`src/rtl/dcache_responder.sv`:
```
// Direct-mapped write-through data cache with a store buffer in front of a single-port RAM.
// Loads hit combinationally; misses fill one word after the store buffer has drained.
module dcache_responder #(
    parameter int INDEX_BITS = 4,
    parameter int WB_DEPTH   = 4
) (
    input  logic        clk,
    input  logic        rst_n,
    input  logic        mem_ce_i,
    input  logic        mem_we_i,
    input  logic [31:0] mem_addr_i,
    input  logic [3:0]  mem_sel_i,
    input  logic [31:0] mem_data_i,
    output logic [31:0] mem_data_o,
    output logic        is_hit_o,
    output logic        ram_ce_o,
    output logic        ram_we_o,
    output logic [31:0] ram_addr_o,
    output logic [3:0]  ram_sel_o,
    output logic [31:0] ram_data_o,
    input  logic [31:0] ram_data_i,
    input  logic        ram_ack_i
);
    localparam int LINES = 1 << INDEX_BITS;
    localparam int TAG_W = 30 - INDEX_BITS;
    localparam int PTR_W = $clog2(WB_DEPTH);
    localparam int CNT_W = PTR_W + 1;

    typedef enum logic [1:0] {IDLE, DRAIN, FILL} state_t;

    state_t            state_q, state_d;
    logic [LINES-1:0]  valid_q, valid_d;
    logic [TAG_W-1:0]  tag_q   [LINES];
    logic [TAG_W-1:0]  tag_d   [LINES];
    logic [31:0]       line_q  [LINES];
    logic [31:0]       line_d  [LINES];
    logic [29:0]       wb_addr_q [WB_DEPTH];
    logic [29:0]       wb_addr_d [WB_DEPTH];
    logic [3:0]        wb_sel_q  [WB_DEPTH];
    logic [3:0]        wb_sel_d  [WB_DEPTH];
    logic [31:0]       wb_data_q [WB_DEPTH];
    logic [31:0]       wb_data_d [WB_DEPTH];
    logic [PTR_W-1:0]  head_q, head_d, tail_q, tail_d;
    logic [CNT_W-1:0]  count_q, count_d;
    logic              ram_ce_q, ram_ce_d, ram_we_q, ram_we_d;
    logic [31:0]       ram_addr_q, ram_addr_d, ram_data_q, ram_data_d;
    logic [3:0]        ram_sel_q, ram_sel_d;

    logic [INDEX_BITS-1:0] req_idx, fill_idx;
    logic [TAG_W-1:0]      req_tag;
    logic                  line_hit, wb_full, store_ok, pop;

    assign req_idx  = mem_addr_i[INDEX_BITS+1:2];
    assign req_tag  = mem_addr_i[31:INDEX_BITS+2];
    assign fill_idx = ram_addr_q[INDEX_BITS+1:2];
    assign line_hit = valid_q[req_idx] && (tag_q[req_idx] == req_tag);
    assign wb_full  = (count_q == CNT_W'(WB_DEPTH));
    assign store_ok = mem_ce_i && mem_we_i && !wb_full;

    assign ram_ce_o   = ram_ce_q;
    assign ram_we_o   = ram_we_q;
    assign ram_addr_o = ram_addr_q;
    assign ram_sel_o  = ram_sel_q;
    assign ram_data_o = ram_data_q;

    always_comb begin
        is_hit_o   = 1'b0;
        mem_data_o = 32'h0;
        if (rst_n) begin
            if (!mem_ce_i) begin
                is_hit_o = 1'b1;
            end else if (mem_we_i) begin
                is_hit_o = !wb_full;
            end else if (line_hit) begin
                is_hit_o   = 1'b1;
                mem_data_o = line_q[req_idx];
            end
        end
    end

    always_comb begin
        state_d    = state_q;
        valid_d    = valid_q;
        tag_d      = tag_q;
        line_d     = line_q;
        wb_addr_d  = wb_addr_q;
        wb_sel_d   = wb_sel_q;
        wb_data_d  = wb_data_q;
        head_d     = head_q;
        tail_d     = tail_q;
        ram_ce_d   = ram_ce_q;
        ram_we_d   = ram_we_q;
        ram_addr_d = ram_addr_q;
        ram_sel_d  = ram_sel_q;
        ram_data_d = ram_data_q;
        pop        = 1'b0;

        if (store_ok) begin
            wb_addr_d[tail_q] = mem_addr_i[31:2];
            wb_sel_d[tail_q]  = mem_sel_i;
            wb_data_d[tail_q] = mem_data_i;
            tail_d            = tail_q + 1'b1;
            // Keep a resident line coherent with the store that is heading to RAM.
            if (line_hit) begin
                for (int b = 0; b < 4; b++) begin
                    if (mem_sel_i[b]) line_d[req_idx][8*b +: 8] = mem_data_i[8*b +: 8];
                end
            end
        end

        case (state_q)
            IDLE: begin
                if (count_q != '0) begin
                    state_d    = DRAIN;
                    ram_ce_d   = 1'b1;
                    ram_we_d   = 1'b1;
                    ram_addr_d = {wb_addr_q[head_q], 2'b00};
                    ram_sel_d  = wb_sel_q[head_q];
                    ram_data_d = wb_data_q[head_q];
                end else if (mem_ce_i && !mem_we_i && !line_hit) begin
                    state_d    = FILL;
                    ram_ce_d   = 1'b1;
                    ram_we_d   = 1'b0;
                    ram_addr_d = {mem_addr_i[31:2], 2'b00};
                    ram_sel_d  = 4'b1111;
                    ram_data_d = 32'h0;
                end
            end
            DRAIN: begin
                if (ram_ack_i) begin
                    pop        = 1'b1;
                    head_d     = head_q + 1'b1;
                    state_d    = IDLE;
                    ram_ce_d   = 1'b0;
                    ram_we_d   = 1'b0;
                    ram_addr_d = 32'h0;
                    ram_sel_d  = 4'b0;
                    ram_data_d = 32'h0;
                end
            end
            FILL: begin
                if (ram_ack_i) begin
                    valid_d[fill_idx] = 1'b1;
                    tag_d[fill_idx]   = ram_addr_q[31:INDEX_BITS+2];
                    line_d[fill_idx]  = ram_data_i;
                    state_d           = IDLE;
                    ram_ce_d          = 1'b0;
                    ram_we_d          = 1'b0;
                    ram_addr_d        = 32'h0;
                    ram_sel_d         = 4'b0;
                    ram_data_d        = 32'h0;
                end
            end
            default: state_d = IDLE;
        endcase

        count_d = count_q + CNT_W'(store_ok) - CNT_W'(pop);
    end

    always_ff @(posedge clk or negedge rst_n) begin
        if (!rst_n) begin
            state_q    <= IDLE;
            valid_q    <= '0;
            head_q     <= '0;
            tail_q     <= '0;
            count_q    <= '0;
            ram_ce_q   <= 1'b0;
            ram_we_q   <= 1'b0;
            ram_addr_q <= 32'h0;
            ram_sel_q  <= 4'b0;
            ram_data_q <= 32'h0;
            for (int i = 0; i < LINES; i++) begin
                tag_q[i]  <= '0;
                line_q[i] <= 32'h0;
            end
            for (int i = 0; i < WB_DEPTH; i++) begin
                wb_addr_q[i] <= 30'h0;
                wb_sel_q[i]  <= 4'b0;
                wb_data_q[i] <= 32'h0;
            end
        end else begin
            state_q    <= state_d;
            valid_q    <= valid_d;
            tag_q      <= tag_d;
            line_q     <= line_d;
            wb_addr_q  <= wb_addr_d;
            wb_sel_q   <= wb_sel_d;
            wb_data_q  <= wb_data_d;
            head_q     <= head_d;
            tail_q     <= tail_d;
            count_q    <= count_d;
            ram_ce_q   <= ram_ce_d;
            ram_we_q   <= ram_we_d;
            ram_addr_q <= ram_addr_d;
            ram_sel_q  <= ram_sel_d;
            ram_data_q <= ram_data_d;
        end
    end
endmodule

```
`config.mk`:
```
export PLATFORM = sky130hd
export DESIGN_NAME = dcache_responder
export DESIGN_NICKNAME = d
export VERILOG_FILES = /design/src/rtl/dcache_responder.sv
export SDC_FILE = /design/constraint.sdc
export NUM_CORES = 2
export LEC_CHECK = 0
export BUFFER_PORTS_ARGS = -buffer_cell sky130_fd_sc_hd__buf_4
export CORE_ASPECT_RATIO = 0.7
export CORE_MARGIN = 4
export CORE_UTILIZATION = 40
export DETAILED_ROUTE_END_ITERATION = 8
export MAX_ROUTING_LAYER = met4
export PLACE_DENSITY = 0.58
export SYNTH_ARGS = -nofsm -noshare
export SYNTH_HDL_FRONTEND = slang
export SYNTH_SLANG_ARGS = --single-unit
```
`constraint.sdc`:
```
create_clock -name clk -period 9.61 [get_ports clk]
set_input_delay 0.4805 -clock clk [delete_from_list [all_inputs] [get_ports clk]]
set_output_delay 0.4805 -clock clk [all_outputs]
set_load 0.03 [all_outputs]
```
==> reports/results.ini <==
[clock_tree]
cts_num_sinks=1285
clk_latency_ns=0.79
htreeDepth=4
numCtsBuffers=139
cts_tree=built
clockBufferDepth=3
clockRootBuffer=clkbuf_16
clkTransAtPathRegs_ns=0.07
post_cts_resized=0

[setup_path]
crit_path_max_fanout=59
cp_slowest_cell=buf_4
critPathMaxStageDelay_ns=0.87
r2r_end=line_q[157]
endpoint_kind=primary output
rr_startpoint=tag_q[26]
crit_top_cell=buf_4
rrSetupSlack_ns=5.06
worstRegToRegCells=10
cp-start-kind=input pin
path_class=input pin to primary output
worstPathArrival_ns=5.55
cp.required_ns=9.13
path_cells=buf_8, buf_4, nor2b_2, a22oi_1, a21o_1, a221oi_1, nand4b_1, a2111oi_4, nand4_1, buf_4, nor2b_1, buf_4

[final_layout]
area_growth_pct=11.8
final_util_pct=44.9
nets=5681
stdcell_area_mm2=0.0722
final_common_cell=dfrtp_1
final_cell_mix=1283 x dfrtp_1, 672 x mux2_2, 549 x a21oi_1, 535 x o21ai_0, 532 x nor2_1
fill_cells=14600
instances_no_fill=7804
drive_gt1_share_pct=26.9

[yosys]
synthDistinctLibCells=65
seq_area_frac_synth_pct=49.8
synthTopCellsByArea=dfrtp_1 50%, mux2_2 12%, mux4_2 11%
syn_area_per_cell_um2=11.3
synth_ff_type=dfrtp_1
syn_inst=5697
synth_edf_count=0
async_flop_share_pct=100
yosys.area.top_type_share_pct=49.8
ys_ff_latch=1285
synth_top_area_cell=dfrtp_1
yosys_warnings=0
netlist_area_mm2=0.0646

[routing]
postRouteAntennaNets=0
drc=0
drt_iter0_markers=4614
viasPerCell=6.02
via_count=47000
wl_per_cell_um=27.1
dr.pass1.iters=6
drt-total-wl_mm=212

[grt]
overflow=0
antenna_found_initial=14
track_usage_pct=25.8
grt_pass1_wl_mm=316
grt_pass1_vias=46500
grt_max_degree=257

[sta]
worst_pin_slew_ns=1.27
hold_viol=0
holdWs_ns=0.0532
setup_tns_ns=0
fin_ws_ns=3.58
finalMaxSlewViolations=0
period_minus_slack_ns=6.03
finalCritPeriodShare_pct=62.8
final-setup-viol-count=0
clock.fmax_ghz=0.166
slew_headroom_pct=15.3
rsz0062_at_grt=no
worst_clock_skew_ns=0.0297

[power_and_ir_drop]
powerDensity_mw_per_mm2=232
ir_drop_mv=0.182
finalPower_mw=16.8
power.leakage_nw=32.1

[worst_hold_path]
min_from=mem_data_i[13]
holdPathEnd=wb_data_q[13]
hold_class=input pin to register
min_path_cells=2

[outcome]
status=completed

[floorplanning]
start_util_pct=40.2
core_area_mm2=0.161
die_x_um=488
fp-row-count=123
die_area_mm2=0.168
die_h_um=344
io_pins=208

[placement]
portBuffers=203
gp_congestion=0.835
placed_cell_area_mm2=0.0674
hpwl_mm=123
dp.cells=7530
place_ws_ns=3.58

[run]
cap_violations=0

-- area by class of cell --
class | count | area (µm²) | area share (%)
diodes | 9 | 22.5 | 0.0312
clock buffers | 191 | 3910 | 5.41
clock inverters | 54 | 703 | 0.974
inverters | 24 | 92.6 | 0.128
multi-input cells | 3807 | 30200 | 41.8
flip-flops and latches | 1285 | 32200 | 44.5
well taps | 2125 | 2660 | 3.68
repair buffers | 309 | 2480 | 3.43
-- worst max-delay path by stage --
stage | start | endpoint | slack, ns | cells past startpoint
after floorplan | mem_addr_i[2] | mem_data_o[10] | 5.32 | 12
after global placement | mem_addr_i[3] | mem_data_o[31] | 3.60 | 12
after detailed placement | mem_addr_i[3] | line_q[359] | 3.58 | 13
after CTS | mem_addr_i[3] | mem_data_o[1] | 3.59 | 12
after global routing | mem_addr_i[3] | mem_data_o[2] | 3.32 | 12
final | mem_addr_i[3] | mem_data_o[31] | 3.58 | 12
-- report_power, final --
| group | internal (mW) | switching [mW] |
|---|---|---|
| clock network | 3.19 | 2.34 |
| logic | 1.92 | 1.96 |
| registers | 6.55 | 0.819 |
-- per-layer routing --
metal | wire (µm) | track usage (%) | vias to the layer above
li1 | - | - | 20300
met1 | 96000 | 37.4 | 24400
met2 | 92000 | 36.6 | 1935
met3 | 18400 | 5.52 | 347
met4 | 5240 | 7.31 | 0
met5 | 0 | - | -
-- critical path: cells and delay by family --
family          cells  cell delay (ns)
simple gates        4             1.61
compound gates      4             1.43
buf+inv             4             1.90
-- synthesized netlist by cell type (4+ instances only) --
library cell  instances
o21ai_1              41
mux4_2              307
nand3_1              15
nand4_1               9
dfrtp_1            1285
o21a_1              513
clkinv_1              4
mux2_2              672
nor4_1                5
mux2_1                5
nand2_1             291
a21o_1                4
or3_1                 4
xnor2_1              19
buf_2                37
nor3_1               12
a21oi_1             550
clkbuf_1            405
nor2_1              533
o211ai_1              5
a221oi_1              5
inv_1                19
o22ai_1              10
buf_6                16
a22oi_1              15
a22o_1               39
nor2b_1              41
and2_1               18
o21ai_0             535
and3_1               11
nand2b_1             22
xor2_1                9
mux2i_1              66
a31oi_1               4
ha_1                  9
buf_1               109
buf_4                14
-- flip-flops by register name (all words and copies together) (netlist names) --
| name | flops |
|---|---|
| ram_ce_o | 1 |
| head_q | 2 |
| tail_q | 2 |
| ram_we_o | 1 |
| ram_sel_o | 4 |
| state_q | 2 |
| valid_q | 16 |
| tag_q | 416 |
| wb_sel_q | 16 |
| count_q | 3 |
| wb_addr_q | 120 |
| wb_data_q | 128 |
| ram_data_o | 32 |
| line_q | 512 |
| ram_addr_o | 30 |
-- cells by family (layout without fill, tap and decap cells) --
family / after synthesis / in the layout / share of synthesized area [%]
XOR/XNOR: 28 / 28 / 0.380
flip-flops: 1285 / 1285 / 49.8
adder cells (fa/ha/maj): 10 / 10 / 0.205
AO/OA/AOI/OAI: 1746 / 1746 / 16.1
AND/OR/NAND/NOR: 971 / 971 / 6.21
multiplexers: 1050 / 1050 / 23.5
buffers and inverters: 606 / 578 / 3.86
other: 1 / 11 / 0.00580
-- timing repair --
item                      4_1_cts  5_1_grt
hold buffers                   20        0
hold endpoints to repair      124        0
setup buffers                   0        0
(Power assumes the default switching activity.)
